--- config.mk ---
export PLATFORM = sky130hd
export DESIGN_NAME = serial_adder_fsm
export DESIGN_NICKNAME = d
export VERILOG_FILES = /design/src/rtl/serial_adder_fsm.sv
export SDC_FILE = /design/constraint.sdc
export NUM_CORES = 1
export LEC_CHECK = 0
export ABC_AREA = 1
export BUFFER_PORTS_ARGS = -buffer_cell sky130_fd_sc_hd__buf_2
export CAP_MARGIN = 20
export CORE_MARGIN = 2
export CORE_UTILIZATION = 40
export DETAILED_ROUTE_END_ITERATION = 7
export GPL_TIMING_DRIVEN = 0
export PLACE_DENSITY = 0.62
export SLEW_MARGIN = 30
export SYNTH_ARGS = -nofsm -noshare
export SYNTH_HDL_FRONTEND = slang
export SYNTH_SLANG_ARGS = --single-unit
--- constraint.sdc ---
create_clock -name clk -period 3.3 [get_ports clk]
set_input_delay 0 -clock clk [delete_from_list [all_inputs] [get_ports clk]]
set_output_delay 0 -clock clk [all_outputs]
set_load 0.05 [all_outputs]
--- src/rtl/serial_adder_fsm.sv ---
// Bit-serial adder: one full-adder cell reused LSB-first across WIDTH cycles,
// with valid/ready handshakes on the parallel operand and result sides.

module full_adder_behavioral (
  input  logic a,
  input  logic b,
  input  logic cin,
  output logic sum,
  output logic cout
);
  logic [1:0] total;

  always_comb begin
    total = 2'(a) + 2'(b) + 2'(cin);
    sum   = total[0];
    cout  = total[1];
  end
endmodule

// Handshakes: a transfer happens on a rising edge where valid and ready are
// both high; valid never depends on ready in the same cycle, and in_ready is
// only high in IDLE while out_valid is only high in DONE.
module serial_adder_fsm #(
  parameter int WIDTH = 8
) (
  input  logic             clk,
  input  logic             rst_n,
  input  logic             in_valid,
  output logic             in_ready,
  input  logic [WIDTH-1:0] a,
  input  logic [WIDTH-1:0] b,
  input  logic             carry_in,
  output logic             out_valid,
  input  logic             out_ready,
  output logic [WIDTH-1:0] sum,
  output logic             carry_out,
  output logic             overflow,
  output logic [1:0]       state_dbg
);
  localparam int CNT_W = $clog2(WIDTH + 1);

  typedef enum logic [1:0] {
    IDLE = 2'd0,
    RUN  = 2'd1,
    DONE = 2'd2
  } state_t;

  state_t           state;
  state_t           state_next;
  logic [WIDTH-1:0] a_sh;
  logic [WIDTH-1:0] b_sh;
  logic [WIDTH-1:0] sum_sh;
  logic             carry_q;
  logic [CNT_W-1:0] count;
  logic             cout_q;
  logic             ovf_q;
  logic             fa_sum;
  logic             fa_cout;
  logic             accept;
  logic             last_bit;

  full_adder_behavioral u_fa (
    .a    (a_sh[0]),
    .b    (b_sh[0]),
    .cin  (carry_q),
    .sum  (fa_sum),
    .cout (fa_cout)
  );

  assign last_bit  = (count == CNT_W'(WIDTH - 1));
  assign sum       = sum_sh;
  assign carry_out = cout_q;
  assign overflow  = ovf_q;
  assign state_dbg = state;

  always_ff @(posedge clk) begin
    if (!rst_n) state <= IDLE;
    else        state <= state_next;
  end

  always_comb begin
    state_next = state;
    in_ready   = 1'b0;
    out_valid  = 1'b0;
    accept     = 1'b0;
    case (state)
      IDLE: begin
        in_ready = 1'b1;
        if (in_valid) begin
          accept     = 1'b1;
          state_next = RUN;
        end
      end
      RUN: begin
        if (last_bit) state_next = DONE;
      end
      DONE: begin
        out_valid = 1'b1;
        if (out_ready) state_next = IDLE;
      end
      default: state_next = IDLE;
    endcase
  end

  always_ff @(posedge clk) begin
    if (!rst_n) begin
      a_sh    <= '0;
      b_sh    <= '0;
      sum_sh  <= '0;
      carry_q <= 1'b0;
      count   <= '0;
      cout_q  <= 1'b0;
      ovf_q   <= 1'b0;
    end else if (accept) begin
      a_sh    <= a;
      b_sh    <= b;
      carry_q <= carry_in;
      count   <= '0;
      sum_sh  <= '0;
    end else if (state == RUN) begin
      // Sum bits enter at the MSB so bit 0 lands at position 0 after WIDTH shifts.
      sum_sh  <= (sum_sh >> 1) | (WIDTH'(fa_sum) << (WIDTH - 1));
      a_sh    <= a_sh >> 1;
      b_sh    <= b_sh >> 1;
      carry_q <= fa_cout;
      count   <= count + CNT_W'(1);
      if (last_bit) begin
        cout_q <= fa_cout;
        // carry_q holds the carry into the MSB during the last bit.
        ovf_q  <= carry_q ^ fa_cout;
      end
    end
  end
endmodule
### After elaboration in Yosys (flattened, before gate mapping)

Index checks and enable logic that the tools add are counted.

| operators by class | value |
|---|---|
| mux-type cells | 14 |
| bitwise logic cells | 4 |
| reductions and logical operators | 5 |
| equal/unequal tests | 6 |
| $add $sub $neg | 3 |

Operators by type and width:

| kind | count |
|---|---|
| two-way mux 8 bit | 4 |
| bitwise OR 7 x 8 -> 8 bit | 1 |
| two-way mux 1 bit | 6 |
| two-way mux 2 bit | 3 |
| inequality test 2 bit, second input constant | 3 |
| case mux 2 bit (3 select lines) | 1 |
| AND reduction 3 bit | 2 |
| adder 4 x 1 -> 4 bit, second input constant | 1 |
| equality test 4 x 3 -> 1 bit, second input constant | 1 |
| adder 1 x 1 -> 2 bit | 1 |
| adder 2 x 1 -> 2 bit | 1 |
| equality test 2 x 1 -> 1 bit, second input constant | 1 |
| equality test 2 bit, second input constant | 1 |
| zero test 2 bit | 1 |
| NOT 1 bit | 2 |
| nonzero test 2 bit | 1 |
| OR reduction 2 bit | 1 |
| bitwise XOR 1 bit | 1 |

| storage, ports and cells | value |
|---|---|
| output and inout bits | 14 |
| word-level logic and storage cells | 40 |
| bits in registers | 33 |
| input bits | 21 |

### Depth between registers and ports, before layout

| depth | value |
|---|---|
| depth in word-level cells | 4 |
| mapped depth | 7 |
| gate-level depth less buffers | 7 |

### Hierarchy

Synthesis repeated with hierarchy kept, for this count alone.

| second synthesis, totals | value |
|---|---|
| cell total of the unflattened synthesis | 232 |
| area total of the unflattened synthesis | 1,576.5 µm² |

By module, submodules not included:

| module | instances | cells each | area an instance (µm²) |
|---|---|---|---|
| serial_adder_fsm | 1 | 231 | 1,556.5 |
| full_adder_behavioral | 1 | 1 | 20.0 |

### Worst setup path before layout

No wires, ideal clock.

| path | value |
|---|---|
| path type | register -> register |
| start point | register state[1], in the netlist state_dbg[1] |
| end point | register state[1], in the netlist state_dbg[1] |
| data arrival time | 1.564 ns |
| slack | 1.666 ns |
| period minus slack after synthesis | 1.634 ns |
| cell stages (with the launch flop) | 6 |
| required time | 3.229 ns |
| setup time | 0.071 ns |
| cell sequence | dfxtp_1 -> inv_2 -> buf_6 -> nor2_4 -> nand2_1 -> a21oi_1 |

| between the ends | value |
|---|---|
| word-level cells in the longest chain between the ends | 3 |
| elaborated cells between the ends (all ways) | 8 |
| those cells by class | eq/ne: 5; mux: 1; reduce/logical: 2 |

Ends and longest elaborated chain:

| what | line | source |
|---|---|---|
| start: declaration | 48 | `state_t state;` |
| start signal: assignment | 78 | `else state <= state_next;` |
| equality test 2 x 1 -> 1 bit, or another cell as far along | 86 | `case (state)` |
| inequality test 2 bit (no line) | - |  |
| AND reduction 3 bit (no line) | - |  |

Several ways; a longest one is shown, not always the timed one.
A chain may end at the register's enable or synchronous reset.

### Worst setup path after layout

| path | value |
|---|---|
| start point | register state[0], in the netlist state_dbg[0] |
| end point | output port in_ready |

| between the ends | value |
|---|---|
| word-level cells in the longest chain between the ends | 2 |

Ends and longest elaborated chain:

| what | line | source |
|---|---|---|
| zero test 2 bit | 86 |  |
| two-way mux 1 bit | 86 |  |
| end: declaration | 29 | `output logic in_ready,` |

Every way passes these cells.

==> out/results.txt <==
The vias per cell is 4.64. Detailed placement ended at an HPWL of 2460 um. The cell chosen for the clock root is sky130_fd_sc_hd__clkbuf_8. For this design the top-level I/O count stands at 35.

The largest total area in the synthesized netlist belongs to sky130_fd_sc_hd__dfxtp_1. Adding up every negative setup slack in the final design gives 0 ps. 0 antenna diodes ended up in the layout. The portion of synthesized cell area occupied by the leading cell type was 42.0%; the detail-routed net length per standard cell was 10.7 um. For this block, the initial DRC count from the detailed router was 58. The total DRC errors in the routed layout is 0.

The logs give 18 for the number of library cell types mapped by synthesis and 4450 sq um for the area of the die. Setup slack on the critical path of the routed design comes to 1790 ps. The tools report the TritonCTS sink count as 33.

By startpoint and endpoint, the worst setup path is classified as flop to primary output. The number of buffers added on ports is 33, and the y dimension of the die is 66.7 um. On the worst path, the slowest cell contributes a delay of 320 ps.

For the final count of negative-setup-slack endpoints, the log shows 0. Sorting the synthesized cells by area gives the leading types as sky130_fd_sc_hd__dfxtp_1, sky130_fd_sc_hd__nand2_1, sky130_fd_sc_hd__nand3_1, sky130_fd_sc_hd__a21oi_1, sky130_fd_sc_hd__nor2_1. The maximum number of pins on one net before global-route repair came out at 11.

The tool flagged a number of max-cap violations equal to 0. For this run, the post-layout net count is 295. The worst setup path is captured at a primary output.

The tightest min-delay check is of the input pin to flop type. The run gives 1,406 as the via count of the first global-routing pass. The number of synthesized flops with an enable pin works out to 0.

Setup fix buffers added after clock tree synthesis: 0. Commonest register cell after synthesis: sky130_fd_sc_hd__dfxtp_1. The clock arrives with 5.45 ps of skew.

The worst relative slew slack is 68.8%, and the data required time at the worst endpoint is 3300 ps. In this run the horizontal extent of the chip is 66.7 um. The congestion estimate from routability-driven global placement came to 0.752. At the placement stage, the worst setup path has a slack of 1980 ps. The total core area came out at 3720 sq um. The tools report the area of the mapped netlist as 1570 sq um. Counting instances in the post-synthesis netlist gives the leading cell types as sky130_fd_sc_hd__nand2_1, sky130_fd_sc_hd__dfxtp_1, sky130_fd_sc_hd__nand3_1. The tools report the leakage dissipation as 0.947 nW.

Cells with a size suffix above 1 make up 21.2% of the layout. The worst setup path is launched from a flop. The logs give 3420 um for the wire length after detailed routing and 0.664 GHz for the maximum operating frequency.

The fraction of registers with async set/reset is 0%, and the final critical path time including I/O delays and setup is 1510 ps. Setup repair after global routing left no endpoint under its margin. The final hold violation count was 0; the layout overhead on the synthesized area was 24.2%. Clock tree synthesis inserted a total of 5 buffers. Yosys instantiated no cell more often than sky130_fd_sc_hd__nand2_1. Among the stages of the critical path, the cell type that occurs most often is sky130_fd_sc_hd__buf_2. For this configuration, the core starts out at a cell density of 42.4%.

The post-CTS clock slew at the launch and capture registers of the worst setup and hold paths is 70 ps, and the initial antenna violation count is 0. The run finished with clean final reports. The maximum level of the CTS H-tree is 2. The total overflow left after global routing is 0. The tools report the count of TritonRoute iterations in the first routing pass as 4. VDD sags by at most 0.000228 V. The floorplan has 22 rows. The routed layout has 1,488 vias. The number of nets handed over by synthesis was 251. Yosys printed 0 warnings.

The actual slew at the worst max-slew pin was 467 ps. The number of buffer and inverter instances along the worst setup path was 3. After layout, the worst path uses 45.7% of the clock period. The largest fanout on the critical path works out to 10. The count of nets left with antenna violations once routing finished came out at 0. The critical path goes through buf_6 > nor2_4 > buf_2 > buf_2. Mean instance size in the synthesized netlist: 6.90 sq um.

The post-layout total power is 0.936 mW, and the share of synthesized area occupied by flip-flops and latches is 42.0%. TritonCTS built the clock tree. For this run, the total global-route usage over all layers was measured as 17.9%. Largest delay contributor family on the critical path: buffers and inverters. The logs give 280 ps for the clock latency at the later pin of the worst-skew pair and 0 for the number of gates given a new drive strength after cts.

The global-route wire length before repair is 6070 um, and the total power divided by cell area is 479 nW/um^2. Synthesis handed over a netlist of 228 instances. For this design, the slowest cell found on the critical path is sky130_fd_sc_hd__dfxtp_1. After synthesis the netlist holds a flip-flop and latch count of 33. Data arrives at the worst endpoint at 1510 ps.

The longest clock path from root to sink contains 2 buffers. The max-slew violation total from the final report came out at 0.
## cell families (layout without fill, tap and decap cells)
| kind of cell | Yosys count | count (layout) | synth area share [%] |
|---|---|---|---|
| DFF | 33 | 33 | 42.0 |
| buffers and inverters | 34 | 79 | 10.7 |
| AOI/OAI and AO/OA | 27 | 27 | 8.82 |
| adders and majority gates | 2 | 2 | 2.07 |
| xor gates and xnor gates | 3 | 3 | 1.67 |
| and+or+nand+nor | 129 | 129 | 34.7 |
## metal layers
metal / track usage (%) / up-vias / wire, um
met4: 7.65 / 0 / 58
met5: 0 / - / 0
met1: 23.7 / 657 / 1770
met3: 3.55 / 5 / 134
met2: 28.1 / 26 / 1460
li1: - / 800 / -
## worst min-delay path: stages
cell and delay (ps):
sky130_fd_sc_hd__buf_2 70, sky130_fd_sc_hd__nand3_1 60, sky130_fd_sc_hd__nand2_1 60, sky130_fd_sc_hd__nor2_1 30
sky130_fd_sc_hd__nor2_1 60
## state kept, by name (all words and copies together), names as in the netlist
name,flops
b_sh,8
state_dbg,2
overflow,1
a_sh,8
carry_q,1
count,4
carry_out,1
sum,8
## repair_timing
item,in CTS,in global routing
setup endpoints to repair,0,0
endpoints found under the hold margin,5,0
hold buffers,4,0
## per-stage QoR
step / instance area (sq um) / instances / utilization [%] / hold slack (ps)
3_3_place_gp: 1800 / 309 / 48.4 / 257
3_5_place_dp: 1800 / 309 / 48.4 / 252
2_1_floorplan: 1570 / 228 / - / 120
5_1_grt: 1960 / 321 / 52.6 / 64.6
4_1_cts: 1960 / 321 / 52.6 / 34.2
6_report: 1960 / 321 / 52.6 / 41.1
## cell type report
type / count / area (sq um)
fill: 417 / 1760
buffer: 12 / 86.3
clock buffer: 7 / 86.3
inverter: 22 / 82.6
timing repair buffer: 37 / 205
multi-input combinational: 161 / 744
clock inverter: 1 / 30.0
tap: 48 / 60.1
sequential: 33 / 661
## placed cells by master (no fill, tap or decap), types with 2 or more instances in the layout
cell type,instances
sky130_fd_sc_hd__nand2_1,75
sky130_fd_sc_hd__buf_2,39
sky130_fd_sc_hd__dfxtp_1,33
sky130_fd_sc_hd__nand3_1,28
sky130_fd_sc_hd__a21oi_1,26
sky130_fd_sc_hd__nor2_1,21
sky130_fd_sc_hd__inv_1,20
sky130_fd_sc_hd__clkbuf_8,6
sky130_fd_sc_hd__buf_6,4
sky130_fd_sc_hd__dlygate4sd3_1,4
sky130_fd_sc_hd__nor2_4,3
sky130_fd_sc_hd__xor2_1,3
sky130_fd_sc_hd__nand2_2,2
sky130_fd_sc_hd__clkbuf_1,2
## power breakdown
part           total (mW)  internal (mW)  switching (mW)
clock network       0.389          0.246           0.143
registers           0.426          0.416          0.0101
logic               0.121         0.0474          0.0738
## path summary, 6_finish.rpt
check | start | endpoint | slack, ps | cells after the start
setup / recovery | state_dbg[0] | in_ready | 1790 | 4
hold / removal | b[5] | b_sh[5] | 40 | 5
setup reg to reg | state_dbg[0] | count[1] | 1960 | 6
hold reg to reg | carry_out | carry_out | 460 | 2
Power figures use the tool's default switching activity.
